==> config.mk <==
export PLATFORM = sky130hd
export DESIGN_NAME = batrider_pcm_fetch
export DESIGN_NICKNAME = d
export VERILOG_FILES = /design/src/rtl/batrider_pcm_fetch.sv
export SDC_FILE = /design/constraint.sdc
export NUM_CORES = 1
export LEC_CHECK = 0
export ABC_CLOCK_PERIOD_IN_PS = 8300
export BUFFER_PORTS_ARGS = -buffer_cell sky130_fd_sc_hd__buf_2
export CAP_MARGIN = 10
export CORE_MARGIN = 4
export CORE_UTILIZATION = 29
export CTS_BUF_LIST = sky130_fd_sc_hd__clkbuf_8
export CTS_CLUSTER_SIZE = 12
export DETAILED_ROUTE_END_ITERATION = 8
export PLACE_DENSITY_LB_ADDON = 0.2
export SLEW_MARGIN = 15
export SYNTH_ARGS = -nofsm -noshare
export SYNTH_HDL_FRONTEND = slang
export SYNTH_SLANG_ARGS = --single-unit
==> constraint.sdc <==
create_clock -name CLK96 -period 8.3 [get_ports CLK96]
set_input_delay 2.49 -clock CLK96 [delete_from_list [all_inputs] [get_ports CLK96]]
set_output_delay 2.49 -clock CLK96 [all_outputs]
set_load 0.02 [all_outputs]
==> src/rtl/batrider_pcm_fetch.sv <==
// batrider_pcm_fetch: two-channel OKI PCM ROM fetcher with a one-line cache per channel over a shared 32-bit SDRAM read port
//
// Ports:
//   CLK96, RESET96_N       system clock, synchronous active-low reset
//   PCMn_CS, PCMn_ADDR     channel n byte request (n = 0, 1)
//   PCMn_DOUT, PCMn_OK     channel n registered byte data and valid flag
//   SDR_CS, SDR_ADDR       SDRAM 32-bit word read request, held until SDR_OK
//   SDR_OK, SDR_DATA       SDRAM read completion and data
module batrider_pcm_fetch #(
    parameter int AW         = 21,
    parameter int LINE_BYTES = 4
) (
    input  logic          CLK96,
    input  logic          RESET96_N,
    input  logic          PCM0_CS,
    input  logic [AW-1:0] PCM0_ADDR,
    output logic [7:0]    PCM0_DOUT,
    output logic          PCM0_OK,
    input  logic          PCM1_CS,
    input  logic [AW-1:0] PCM1_ADDR,
    output logic [7:0]    PCM1_DOUT,
    output logic          PCM1_OK,
    output logic          SDR_CS,
    output logic [AW-3:0] SDR_ADDR,
    input  logic          SDR_OK,
    input  logic [31:0]   SDR_DATA
);
    localparam int OW = $clog2(LINE_BYTES);
    localparam int TW = AW - OW;

    typedef enum logic [1:0] {IDLE, FETCH0, FETCH1} state_t;

    logic [1:0]    cs;
    logic [1:0]    hit;
    logic [1:0]    pend;
    logic [AW-1:0] addr [2];
    logic          grant;
    logic          cur;

    state_t        state_q;
    logic          rr_q;
    logic          sdr_cs_q;
    logic [TW-1:0] sdr_addr_q;
    logic [1:0]    valid_q;
    logic [1:0]    ok_q;
    logic [TW-1:0] tag_q  [2];
    logic [31:0]   line_q [2];
    logic [7:0]    dout_q [2];

    function automatic logic [7:0] pick(input logic [31:0] w, input logic [OW-1:0] o);
        return 8'(w >> {o, 3'b000});
    endfunction

    assign cs      = {PCM1_CS, PCM0_CS};
    assign addr[0] = PCM0_ADDR;
    assign addr[1] = PCM1_ADDR;

    always_comb begin
        hit = '0;
        for (int n = 0; n < 2; n++) begin
            hit[n] = cs[n] & valid_q[n] & (tag_q[n] == addr[n][AW-1:OW]);
        end
    end

    // A miss is simply a request that the line cannot serve right now; a
    // stale fill therefore re-raises the request without extra bookkeeping.
    assign pend  = cs & ~hit;
    // rr_q names the channel preferred on a tie, i.e. the one not served last.
    assign grant = &pend ? rr_q : pend[1];
    assign cur   = (state_q == FETCH1);

    always_ff @(posedge CLK96) begin
        if (!RESET96_N) begin
            state_q    <= IDLE;
            rr_q       <= 1'b0;
            sdr_cs_q   <= 1'b0;
            sdr_addr_q <= '0;
            valid_q    <= '0;
            ok_q       <= '0;
            for (int n = 0; n < 2; n++) begin
                tag_q[n]  <= '0;
                line_q[n] <= '0;
                dout_q[n] <= '0;
            end
        end else begin
            ok_q <= hit;
            for (int n = 0; n < 2; n++) begin
                if (hit[n]) dout_q[n] <= pick(line_q[n], addr[n][OW-1:0]);
            end
            case (state_q)
                IDLE: begin
                    if (|pend) begin
                        state_q    <= grant ? FETCH1 : FETCH0;
                        sdr_cs_q   <= 1'b1;
                        sdr_addr_q <= addr[grant][AW-1:OW];
                    end
                end
                FETCH0, FETCH1: begin
                    // The tag is the frozen request address, not the live one,
                    // so an address that moved away during the fetch misses.
                    if (SDR_OK) begin
                        valid_q[cur] <= 1'b1;
                        tag_q[cur]   <= sdr_addr_q;
                        line_q[cur]  <= SDR_DATA;
                        sdr_cs_q     <= 1'b0;
                        rr_q         <= ~cur;
                        state_q      <= IDLE;
                    end
                end
                default: begin
                    state_q  <= IDLE;
                    sdr_cs_q <= 1'b0;
                end
            endcase
        end
    end

    assign PCM0_OK   = ok_q[0];
    assign PCM1_OK   = ok_q[1];
    assign PCM0_DOUT = dout_q[0];
    assign PCM1_DOUT = dout_q[1];
    assign SDR_CS    = sdr_cs_q;
    assign SDR_ADDR  = sdr_addr_q;
endmodule

==> results.md <==
| Group | Parameter | Value |
|:---|:---|:---|
| logic synthesis | Syn Nets | 596 |
| die | Area of the die | 0.0256 mm^2 |
| global routing | Vias in the first global route | 4824 |
| place | Routability congestion estimate | 0.786 |
| run status | Run status | completed |
| global routing | Antenna violations before repair | 3 |
| place | Final HPWL DP | 12000 um |
| setup path | Kind of launch point of the worst setup path | input pin |
| place | Count of buffers from port buffering | 116 |
| pwr | Worst voltage drop across the vdd grid | 0.0000939 V |
| timing | Fin crit share | 57.3% |
| clock network | TritonCTS clock tree | yes |
| detailed routing | Detailed-route DRC error count | 0 |
| logic synthesis | Count of different cell masters after synthesis | 37 |
| flow run | Max-cap check violation count | 0 |
| die | Placement row count | 55 |
| pwr | Total chip power | 0.00174 W |
| die | Top Ports | 117 |
| logic synthesis | Share of flip-flops with an asynchronous set or reset | 0% |
| detailed routing | Post-detailed-route count of antenna-violating nets | 0 |
| timing | Setup repair after global routing missed its margin | no |
| setup path | Required time at the worst-slack endpoint | 8.40 ns |
| clock network | Maximum count of clock buffers along a single path | 2 |
| global routing | Largest net degree at the start of global routing | 44 |
| clock network | Clock transition at the registers of the reported paths | 0.09 ns |
| pwr | Power per unit of standard cell area | 217 mW/mm^2 |
| detailed routing | Routed Wire Length | 17700 um |
| logic synthesis | Count of state elements after synthesis | 145 |
| clock network | H-tree lvl count | 4 |
| die | Height of the die | 160 um |
| detailed routing | Vias/cell | 4.86 |
| die | DIE WIDTH | 160 um |
| setup path | Critical Path Fanout Max | 42 |
| clock network | Total number of clock tree sinks | 145 |
| global routing | GRT overflow | 0 |
| logic synthesis | Gate Count Post-Synth | 515 |
| final layout | Net count reported at finish | 703 |
| timing | Maximum achievable frequency | 0.210 GHz |
| detailed routing | DR WL/cell | 19.1 um |
| timing | Actual transition at the worst max-transition pin | 0.962 ns |
| clock network | Setup repair bufs after CTS | 0 |
| die | Core area | 0.0227 mm^2 |
| detailed routing | Vias after detailed routing | 4483 |
| detailed routing | Total iterations of the first detailed-routing run | 4 |
| final layout | Fraction of final layout cells with drive strength greater than 1 | 31.8% |
| logic synthesis | Sequential area share after synthesis | 60.9% |
| logic synthesis | Area share of the leading cell type in the synthesized netlist | 52.8% |
| logic synthesis | Most used standard cell by instance count after synthesis | edfxtp_1 |
| timing | Worst slew slack as a fraction of its limit | 35.8% |
| logic synthesis | Most frequent cells after synthesis | edfxtp_1, and2_1, xnor2_1, nand4_1, dfxtp_1 |
| clock network | Num CTS Buffers | 17 |
| logic synthesis | Synthesized area | 0.00671 mm^2 |
| logic synthesis | Primary FF master, synth | edfxtp_1 |
| logic synthesis | Post-Synthesis Mean Instance Area | 13.0 um^2 |
| timing | Final critical delay including setup and external delays | 4.76 ns |
| clock network | Clock Tree Root | clkbuf_8 |
| logic synthesis | Leading area contributor after synthesis | edfxtp_1 |
| die | Initial Util | 29.5% |
| logic synthesis | Synthesis Warnings | 0 |
| setup path | Worst Setup Path Type | in -> reg |
| final layout | Syn-to-layout area delta | 19.7% |
| timing | Clock skew after layout | 0.0166 ns |
| timing | Total setup violations reported at the end of the flow | 0 |
| logic synthesis | Number of enable flip-flop cells after synthesis | 118 |
| timing | Number of pins with negative max-slew slack in the final report | 0 |
| global routing | Wire length of the first global-routing pass | 27400 um |
| setup path | CP Capture Type | flip-flop |
| logic synthesis | Top cells by area, synth | edfxtp_1, and2_1, dfxtp_1, mux4_2, xnor2_1 |
| pwr | Static Leak | 3.11 nW |
| clock network | Hold buffers post-CTS | 0 |
| clock network | Clock latency on the worst-skew pair | 0.45 ns |
| timing | Post-Route Setup TNS | 0 ns |
| detailed routing | Violation count after the first detailed-routing iteration | 252 |
| global routing | Aggregate global-route resource usage | 13.9% |
| min path | Type of the tightest min-delay check | reg -> reg |
| setup path | Arrival time worst endpoint | 4.86 ns |
| clock network | Quantity of gates resized following cts | 0 |
| timing | Final-report hold violation count | 0 |
path summary, 6_finish.rpt:
check	startpoint	endpoint	slack (ns)	cells after the start
worst max register to register	tag_q[1][10]	dout_q[0][14]	5.38	6
worst max-delay path	PCM1_CS	dout_q[0][14]	3.54	6
worst min register to register	valid_q[1]	valid_q[1]	0.48	1
worst min-delay path	valid_q[1]	valid_q[1]	0.48	1
routing by layer:
metal / wire [um] / global-route usage, % / vias to the layer above / part of all wire [%]
met5: 0 / 0 / - / 0
li1: - / - / 2113 / -
met2: 8610 / 22.8 / 155 / 49
met4: 307 / 5.36 / 0 / 1.7
met1: 7720 / 17.8 / 2193 / 44
met3: 1040 / 3.48 / 22 / 5.9
critical path, cell delays in order:
cell,delay (ns)
buf_2,0.62
nand3_1,0.17
nor4_2,0.32
nand2_1,0.48
buf_4,0.39
nand2_1,0.36
report_power, final:
part	total (W)	internal (W)	leakage, nW	switching, W
Sequential	0.000874	0.000845	1.45	0.0000289
Clock	0.000627	0.000313	0.225	0.000314
Combinational	0.000239	0.0000920	1.43	0.000147
Total	0.00174	0.00125	3.11	0.000489
through the flow:
stage	hold WS, ns	cell area (um^2)	setup slack [ns]	cells	util, %
after floorplan	0.426	6710	1.57	515	-
after global placement	0.438	7570	3.19	888	33.3
after CTS	0.470	8020	3.63	920	35.3
final	0.478	8030	3.54	923	35.4
after global routing	0.496	8030	3.33	923	35.4
after detailed placement	0.449	7570	3.14	888	33.3
layout by cell type, fill, tap and decap left out, types with 3 or more instances in the layout:
cell type,n
clkbuf_8,17
nand4_1,30
bufinv_16,3
buf_2,116
inv_6,6
diode_2,3
nor2_1,3
and2b_1,6
a21oi_1,3
a31o_2,19
inv_8,3
xor2_1,7
a311oi_1,19
and2_1,102
nand2_1,7
buf_4,9
nand3_1,6
mux4_2,16
dfxtp_1,27
nor3_1,22
nor2b_1,12
xnor2_1,31
inv_1,24
edfxtp_1,118
registers in the layout, summed over array words and instances (netlist names):
register / cells
dout_q: 16
SDR_ADDR: 19
valid_q: 2
SDR_CS: 1
state_q: 2
ok_q: 2
tag_q: 38
rr_q: 1
line_q: 64
final cells by class:
class / count / area, um^2
Tap cell: 285 / 357
Multi-Input combinational cell: 309 / 2400
Clock buffer: 17 / 234
Fill cell: 2258 / 14700
Antenna cell: 3 / 7.51
Clock inverter: 15 / 210
Sequential cell: 145 / 4080
Timing Repair Buffer: 125 / 648
Inverter: 24 / 90.1
kinds of logic (layout without fill, tap and decap cells):
logic type / Yosys count / after routing / synth area share [%]
flip-flops: 145 / 145 / 60.9
AO/OA/AOI/OAI: 55 / 55 / 6.72
other: 0 / 3 / 0
adder cells (fa/ha/maj): 2 / 2 / 0.373
multiplexers: 16 / 16 / 5.37
buffers and inverters: 61 / 181 / 3.81
AND/OR/NAND/NOR: 198 / 198 / 17.9
XOR/XNOR: 38 / 38 / 4.96
Note: power is estimated with default switching activity, not from simulation.
